`config.mk`:
```
export PLATFORM = sky130hd
export DESIGN_NAME = maxpool_stream
export DESIGN_NICKNAME = d
export VERILOG_FILES = /design/src/rtl/maxpool_stream.sv
export SDC_FILE = /design/constraint.sdc
export NUM_CORES = 1
export LEC_CHECK = 0
export ABC_AREA = 1
export BUFFER_PORTS_ARGS = -buffer_cell sky130_fd_sc_hd__buf_2
export CAP_MARGIN = 15
export CORE_ASPECT_RATIO = 1.2
export CORE_UTILIZATION = 25
export CTS_CLUSTER_DIAMETER = 120
export DETAILED_ROUTE_END_ITERATION = 8
export SLEW_MARGIN = 25
export SYNTH_ARGS = -nofsm -noshare
export SYNTH_HDL_FRONTEND = slang
export SYNTH_SLANG_ARGS = --single-unit
```
`constraint.sdc`:
```
create_clock -name clk -period 3.2 [get_ports clk]
set_input_delay 0.64 -clock clk [delete_from_list [all_inputs] [get_ports clk]]
set_output_delay 0.64 -clock clk [all_outputs]
set_load 0.02 [all_outputs]
```
`src/rtl/maxpool_stream.sv`:
```
// Streaming 1-D max-pool: reduces each non-overlapping POOL-sample window of a
// signed valid/ready stream to its maximum, queued through a 2-entry output FIFO.
module maxpool_stream #(
  parameter int WIDTH = 16,
  parameter int FRAME = 32,
  parameter int POOL  = 2
) (
  input  logic             clk,
  input  logic             reset,
  input  logic [WIDTH-1:0] s_data_in,
  input  logic             s_valid,
  output logic             s_ready,
  output logic [WIDTH-1:0] m_data_out,
  output logic             m_valid,
  input  logic             m_ready,
  output logic             m_last
);

  localparam int WIN_W  = $clog2(POOL);
  localparam int ELEM_W = $clog2(FRAME);
  localparam logic [WIN_W-1:0]  WIN_LAST  = WIN_W'(POOL - 1);
  localparam logic [ELEM_W-1:0] ELEM_LAST = ELEM_W'(FRAME - 1);

  generate
    if (FRAME % POOL != 0) begin : g_bad_frame
      $error("maxpool_stream: FRAME must be a multiple of POOL");
    end
    if (POOL < 2 || POOL > 8) begin : g_bad_pool
      $error("maxpool_stream: POOL must be in 2..8");
    end
  endgenerate

  typedef enum logic [1:0] {ACC0, ACCN, EMIT} state_t;

  state_t            state;
  logic [WIN_W-1:0]  win_cnt, win_cnt_nxt;
  logic [ELEM_W-1:0] elem_cnt, elem_cnt_nxt;
  logic [WIDTH-1:0]  cur_max, cur_max_nxt;
  logic              accept;
  logic              push;
  logic [WIDTH-1:0]  push_data;
  logic              push_last;
  logic              pop;
  logic [1:0]        fifo_cnt, fifo_cnt_nxt;
  logic [WIDTH-1:0]  head_data, tail_data;
  logic              head_last, tail_last;

  assign accept = s_valid && s_ready;
  assign pop    = m_valid && m_ready;

  // The window position is the state; decode it into the named phases.
  always_comb begin
    state = ACCN;
    if (win_cnt == '0) begin
      state = ACC0;
    end else if (win_cnt == WIN_LAST) begin
      state = EMIT;
    end
  end

  always_comb begin
    win_cnt_nxt  = win_cnt;
    elem_cnt_nxt = elem_cnt;
    cur_max_nxt  = cur_max;
    push         = 1'b0;
    push_data    = cur_max;
    push_last    = 1'b0;
    if (accept) begin
      if (state == ACC0 || $signed(s_data_in) > $signed(cur_max)) begin
        cur_max_nxt = s_data_in;
      end
      elem_cnt_nxt = (elem_cnt == ELEM_LAST) ? '0 : elem_cnt + 1'b1;
      case (state)
        EMIT: begin
          win_cnt_nxt = '0;
          push        = 1'b1;
          push_data   = cur_max_nxt;
          push_last   = (elem_cnt == ELEM_LAST);
        end
        default: win_cnt_nxt = win_cnt + 1'b1;
      endcase
    end
  end

  always_ff @(posedge clk or posedge reset) begin
    if (reset) begin
      win_cnt  <= '0;
      elem_cnt <= '0;
      cur_max  <= '0;
    end else begin
      win_cnt  <= win_cnt_nxt;
      elem_cnt <= elem_cnt_nxt;
      cur_max  <= cur_max_nxt;
    end
  end

  always_comb begin
    fifo_cnt_nxt = fifo_cnt;
    if (push && !pop) begin
      fifo_cnt_nxt = fifo_cnt + 2'd1;
    end else if (pop && !push) begin
      fifo_cnt_nxt = fifo_cnt - 2'd1;
    end
  end

  // s_ready looks at the post-edge occupancy so a push can never land on a full FIFO.
  always_ff @(posedge clk or posedge reset) begin
    if (reset) begin
      fifo_cnt  <= 2'd0;
      s_ready   <= 1'b0;
      head_data <= '0;
      head_last <= 1'b0;
      tail_data <= '0;
      tail_last <= 1'b0;
    end else begin
      fifo_cnt <= fifo_cnt_nxt;
      s_ready  <= (fifo_cnt_nxt < 2'd2);
      if (pop && fifo_cnt == 2'd2) begin
        head_data <= tail_data;
        head_last <= tail_last;
      end
      if (push) begin
        if (fifo_cnt == 2'd0 || (fifo_cnt == 2'd1 && pop)) begin
          head_data <= push_data;
          head_last <= push_last;
        end else begin
          tail_data <= push_data;
          tail_last <= push_last;
        end
      end
    end
  end

  assign m_valid    = (fifo_cnt != 2'd0);
  assign m_data_out = head_data;
  assign m_last     = head_last && m_valid;

endmodule

```
# ---- Yosys cells after proc, flatten, opt, wreduce, memory -nomap -nowiden
# Cells that the tools add are included.
dict set report totals {
  in_bits 20
  n_memories 0
  ff_bits 59
  mem_bits_rw 0
  latchBits 0
  elab_cells 53
  out_inout_bits 19
  rom_bits 0
}
dict set report op_classes {
  n_shift 0
  add_sub_neg 4
  n_mux 18
  mul 0
  n_lt_le_gt_ge 2
  eq_ne 4
  reduce_logical 15
  bitwise 1
  div_mod_pow 0
}
# cell n
set op_table {}
lappend op_table {{2-to-1 mux 16 bit} 6}
lappend op_table {{> comparator 16 bit} 1}
lappend op_table {{2-to-1 mux 1 bit} 8}
lappend op_table {{logical AND 1 bit} 7}
lappend op_table {{2-to-1 mux 2 bit} 3}
lappend op_table {{adder 5 x 1 -> 5 bit (second input constant)} 1}
lappend op_table {{== test 5 bit (second input constant)} 1}
lappend op_table {{2-to-1 mux 5 bit} 1}
lappend op_table {{== test 2 bit (second input constant)} 2}
lappend op_table {{logical NOT 2 bit} 2}
lappend op_table {{adder 2 x 1 -> 2 bit (second input constant)} 1}
lappend op_table {{== test 2 x 1 -> 1 bit (second input constant)} 1}
lappend op_table {{logical NOT 1 bit} 2}
lappend op_table {{logical OR 1 bit} 2}
lappend op_table {{less-than comparator 2 bit (second input constant)} 1}
lappend op_table {{AND reduction 2 bit} 1}
lappend op_table {{nonzero test 2 bit} 1}
lappend op_table {{subtractor 2 x 1 -> 2 bit (second input constant)} 1}
lappend op_table {{adder 1 bit (second input constant)} 1}
lappend op_table {{inverter 1 bit} 1}

# ---- Longest topological paths before layout
dict set report depth {
  ltp_word 9
  mapped_depth 19
  depth_no_buf 18
}

# ---- Least setup slack after synthesis
# No wires, ideal clock.
dict set report synth_path {
  path_type {input to register}
  startpoint {input port s_data_in[7]}
  endpoint {register cur_max[8]}
  arrival_time_ps 1929
  n_path_buf 1
  slack_ps 1138
  required_time_ps 3068
  setup_ps 132
  path_stages 13
  cell_sequence {ha_1 a21o_1 nor2_1 nand2_1 nand2_1 nand2_1 nand2_1 nand2_4 nand2_4 buf_4 nand2_1 nand3_1 o21ai_0}
}
dict set report synth_via {
  elab_chain_cells 3
}
# element line
set synth_lines {}
lappend synth_lines {{start: declaration} 10} ;# input logic [WIDTH-1:0] s_data_in,
lappend synth_lines {{> comparator 16 bit} 69} ;# if (state == ACC0 || $signed(s_data_in) > $signed(cur_max)) begin
lappend synth_lines {{logical OR 1 bit} 69}
lappend synth_lines {{2-to-1 mux 16 bit} 69}
lappend synth_lines {{end signal: assignment} 93} ;# cur_max <= cur_max_nxt;
lappend synth_lines {{end: declaration} 38} ;# logic [WIDTH-1:0] cur_max, cur_max_nxt;
# No other way between the ends.
# A chain may end at the register's enable or synchronous reset.

# ---- Worst setup path in the final report
dict set report layout_path {
  startpoint {input port s_data_in[15]}
  endpoint {register head_data[5], in the netlist m_data_out[5]}
}
dict set report layout_via {
  elab_chain_cells 7
}
# element line
set layout_lines {}
lappend layout_lines {{> comparator 16 bit} 69}
lappend layout_lines {{logical OR 1 bit} 69}
lappend layout_lines {{2-to-1 mux 16 bit} 69}
lappend layout_lines {{2-to-1 mux 16 bit} 73} ;# case (state)
lappend layout_lines {{2-to-1 mux 16 bit} 68} ;# if (accept) begin
lappend layout_lines {{2-to-1 mux 16 bit} 123} ;# if (fifo_cnt == 2'd0 || (fifo_cnt == 2'd1 && pop)) begin
lappend layout_lines {{2-to-1 mux 16 bit} 122} ;# if (push) begin
lappend layout_lines {{end signal: assignment} 119} ;# head_data <= tail_data;
lappend layout_lines {{end signal: assignment} 124} ;# head_data <= push_data;
lappend layout_lines {{end: declaration} 45} ;# logic [WIDTH-1:0] head_data, tail_data;
# No other way between the ends.

==> flow_metrics.tcl <==
set metrics [dict create \
    grt_pass1_vias 3108 \
    rr_startpoint "cur_max[15]" \
    postCtsSetupRepairBufs 0 \
    hold_viol_final 0 \
    rsz0062_at_grt "false" \
    crit_path_end_kind "flop" \
    place.gp.congestion 0.779 \
    ir_drop_uv 306 \
    nets 570 \
    drive_gt1_share_pct 13.4 \
    synth_seq_cells 59 \
    grt-ovfl-total 0 \
    critPathKind "input port to flop" \
    io_pins 39 \
    drv_slew 0 \
    min_period_over_period_pct 70.6 \
    critPathLaunch "s_data_in[15]" \
    floorplan.initialDensity_pct 25.7 \
    dpl.hpwl_mm 6.26 \
    root_buffer "clkbuf_16" \
    min_path_type "input port to async pin" \
    grt_use_total_pct 12.9 \
    swShare_pct 43.5 \
    setup_viol 0 \
    ctsLongestPathBuffers 2 \
    intPower_mw 2.37 \
    seq_area_frac_synth_pct 41.3 \
    fin_tns_setup_ns 0 \
    postRouteAntennaNets 0 \
    cp_max_fo 32 \
    avgSynthCellArea_um2 7.28 \
    p_seq_share_pct 30.5 \
    clkPwrFrac_pct 21.6 \
    power_leakage_nw 2.25 \
    core_mm2 0.0139 \
    place_inst 687 \
    post_cts_resized 0 \
    ff2ff_path_depth 13 \
    power.density_mw_per_mm2 996 \
    synth_warnings 0 \
    r2r-end "m_data_out[5]" \
    cts_buffers 9 \
    antenna_cells 0 \
    final_common_cell "nand2_1" \
    fillers 1511 \
    drt-pass1-iter-count 7 \
    num_rows 47 \
    die_h_um 133 \
    synth_flop_cell "dfrtp_1" \
    netlist_area_mm2 0.00357 \
    antenna_found_initial 0 \
    grt_pass1_wl_mm 15.2 \
    final_cell_count_no_fill 702 \
    htree_num_levels 3 \
    viasPerCell 4.41 \
    required_ns 3.42 \
    max_slew.worst_pin.slew_ns 0.862 \
    clock_sinks 59 \
    cts-hold-fix-buffers 0 \
    outcome "finished, violations left" \
    drt-total-wl_mm 8.55 \
    finalClockSkew_ns 0.00791 \
    drt-wirelength-per-cell_um 12.2 \
    drt_iter0_markers 200 \
    path_clk_slew_ns 0.05 \
    synthDistinctLibCells 26 \
    area_growth_syn_to_layout_pct 17.9 \
    ys_async_sr_fraction_pct 100 \
    cap_violations 0 \
    port_buffers 38 \
    ff2ff_setup_slack_ns 0.95 \
    violations "design-rule violations" \
    vias 3098 \
    start_kind "input port" \
    max_slew_margin_pct 42.4 \
    drc 6 \
    synth_edf_count 0 \
    grt_max_degree 47 \
    pwr-share-comb_pct 47.9 \
    p_switching_mw 1.83 \
    total_power_mw 4.19 \
    fp.dieW_um 111 \
    clock_latency_ns 0.33 \
    finalCriticalPeriod_ns 2.26 \
    cts_tree "yes" \
    cp-endpoint "m_data_out[5]" \
    syn_nets 534 \
    fmax_ghz 0.443 \
    cp.arrival_ns 2.48 \
    die_area_mm2 0.0148 \
    postSynthCellCount 491 \
    mostFrequentLayoutCells "nand2_1 (118), inv_1 (96), nand3_1 (84)" \
]
-- metal layers --
metal / part of all wire (%) / up-vias / GRT usage (%) / routed length [um]
met5: 0 / - / 0 / 0
met4: 2.1 / 0 / 5.41 / 178
met3: 3.1 / 10 / 3.02 / 266
met2: 48 / 35 / 21.6 / 4120
met1: 47 / 1441 / 16.1 / 3980
li1: - / 1612 / - / -
-- state kept, by name, summed over array words and instances, names as in the netlist --
name,cells
cur_max,16
m_data_out,16
tail_data,16
elem_cnt,5
fifo_cnt,2
head_last,1
s_ready,1
tail_last,1
win_cnt,1
-- worst max-delay path, stage by stage --
cell     delay (ns)
buf_2          0.12
ha_1           0.30
nand4_1        0.14
nor2_1         0.17
nand3_1        0.08
nor2_1         0.12
a21oi_2        0.06
nand2_4        0.18
nand2_4        0.24
nand2_1        0.19
nand3_1        0.10
nand2_1        0.08
inv_1          0.04
-- logic make-up after synthesis --
kind of cell,synth area share (%)
fa+ha+maj,8.06
compound gates,9.00
simple gates,28.1
buf+inv,13.6
flops,41.3
-- cells in the mapped netlist (2+ instances only) --
cell / instances / area, um^2
nand2_1: 118 / 443
a21oi_1: 5 / 25.0
buf_1: 3 / 11.3
o21ai_0: 27 / 135
nand3_1: 84 / 420
clkbuf_1: 8 / 30.0
o21ai_1: 14 / 70.1
ha_1: 23 / 288
nor2_1: 17 / 63.8
dfrtp_1: 59 / 1480
nand2_4: 2 / 22.5
or2_2: 2 / 12.5
nor3_1: 3 / 15.0
o211ai_1: 9 / 67.6
buf_4: 4 / 30.0
buf_2: 6 / 30.0
inv_1: 97 / 364
nor2_2: 2 / 12.5
-- final cells by class --
class,count,area (um^2),share of cell area [%]
Clock buffer,13,270,6.42
Clock inverter,2,10.0,0.238
Inverter,99,373,8.85
Multi-Input combinational cell,311,1610,38.3
Sequential cell,59,1480,35.0
Tap cell,171,214,5.08
Timing Repair Buffer,47,258,6.12
-- power groups by stage --
stage / registers [mW] / logic (mW) / clock network (mW)
after global routing: 1.33 / 2.35 / 0.959
after CTS: 1.28 / 2.03 / 0.925
after detailed placement: 1.29 / 2.02 / 0
final: 1.28 / 2.01 / 0.905
after floorplan: 1.38 / 1.45 / 0
after global placement: 1.29 / 1.98 / 0
-- worst min-delay path by stage --
stage	slack [ns]	to	depth (start not counted)
global route	0.52	elem_cnt[1]	2
finish	0.44	elem_cnt[1]	2
floorplan	0.45	tail_last	2
global placement	0.47	tail_last	2
detailed placement	0.48	tail_last	2
CTS	0.49	tail_last	2
-- metrics by stage --
stage          utilization, %  worst slack [ns]  hold slack [ns]  area, um^2
6_report                 30.4             0.940            0.435        4210
5_1_grt                  30.4             0.668            0.518        4210
2_1_floorplan               -              1.10            0.454        3570
3_3_place_gp             28.3             0.593            0.470        3930
4_1_cts                  30.3             0.936            0.489        4210
3_5_place_dp             28.3             0.595            0.477        3930
(Power assumes the default switching activity.)
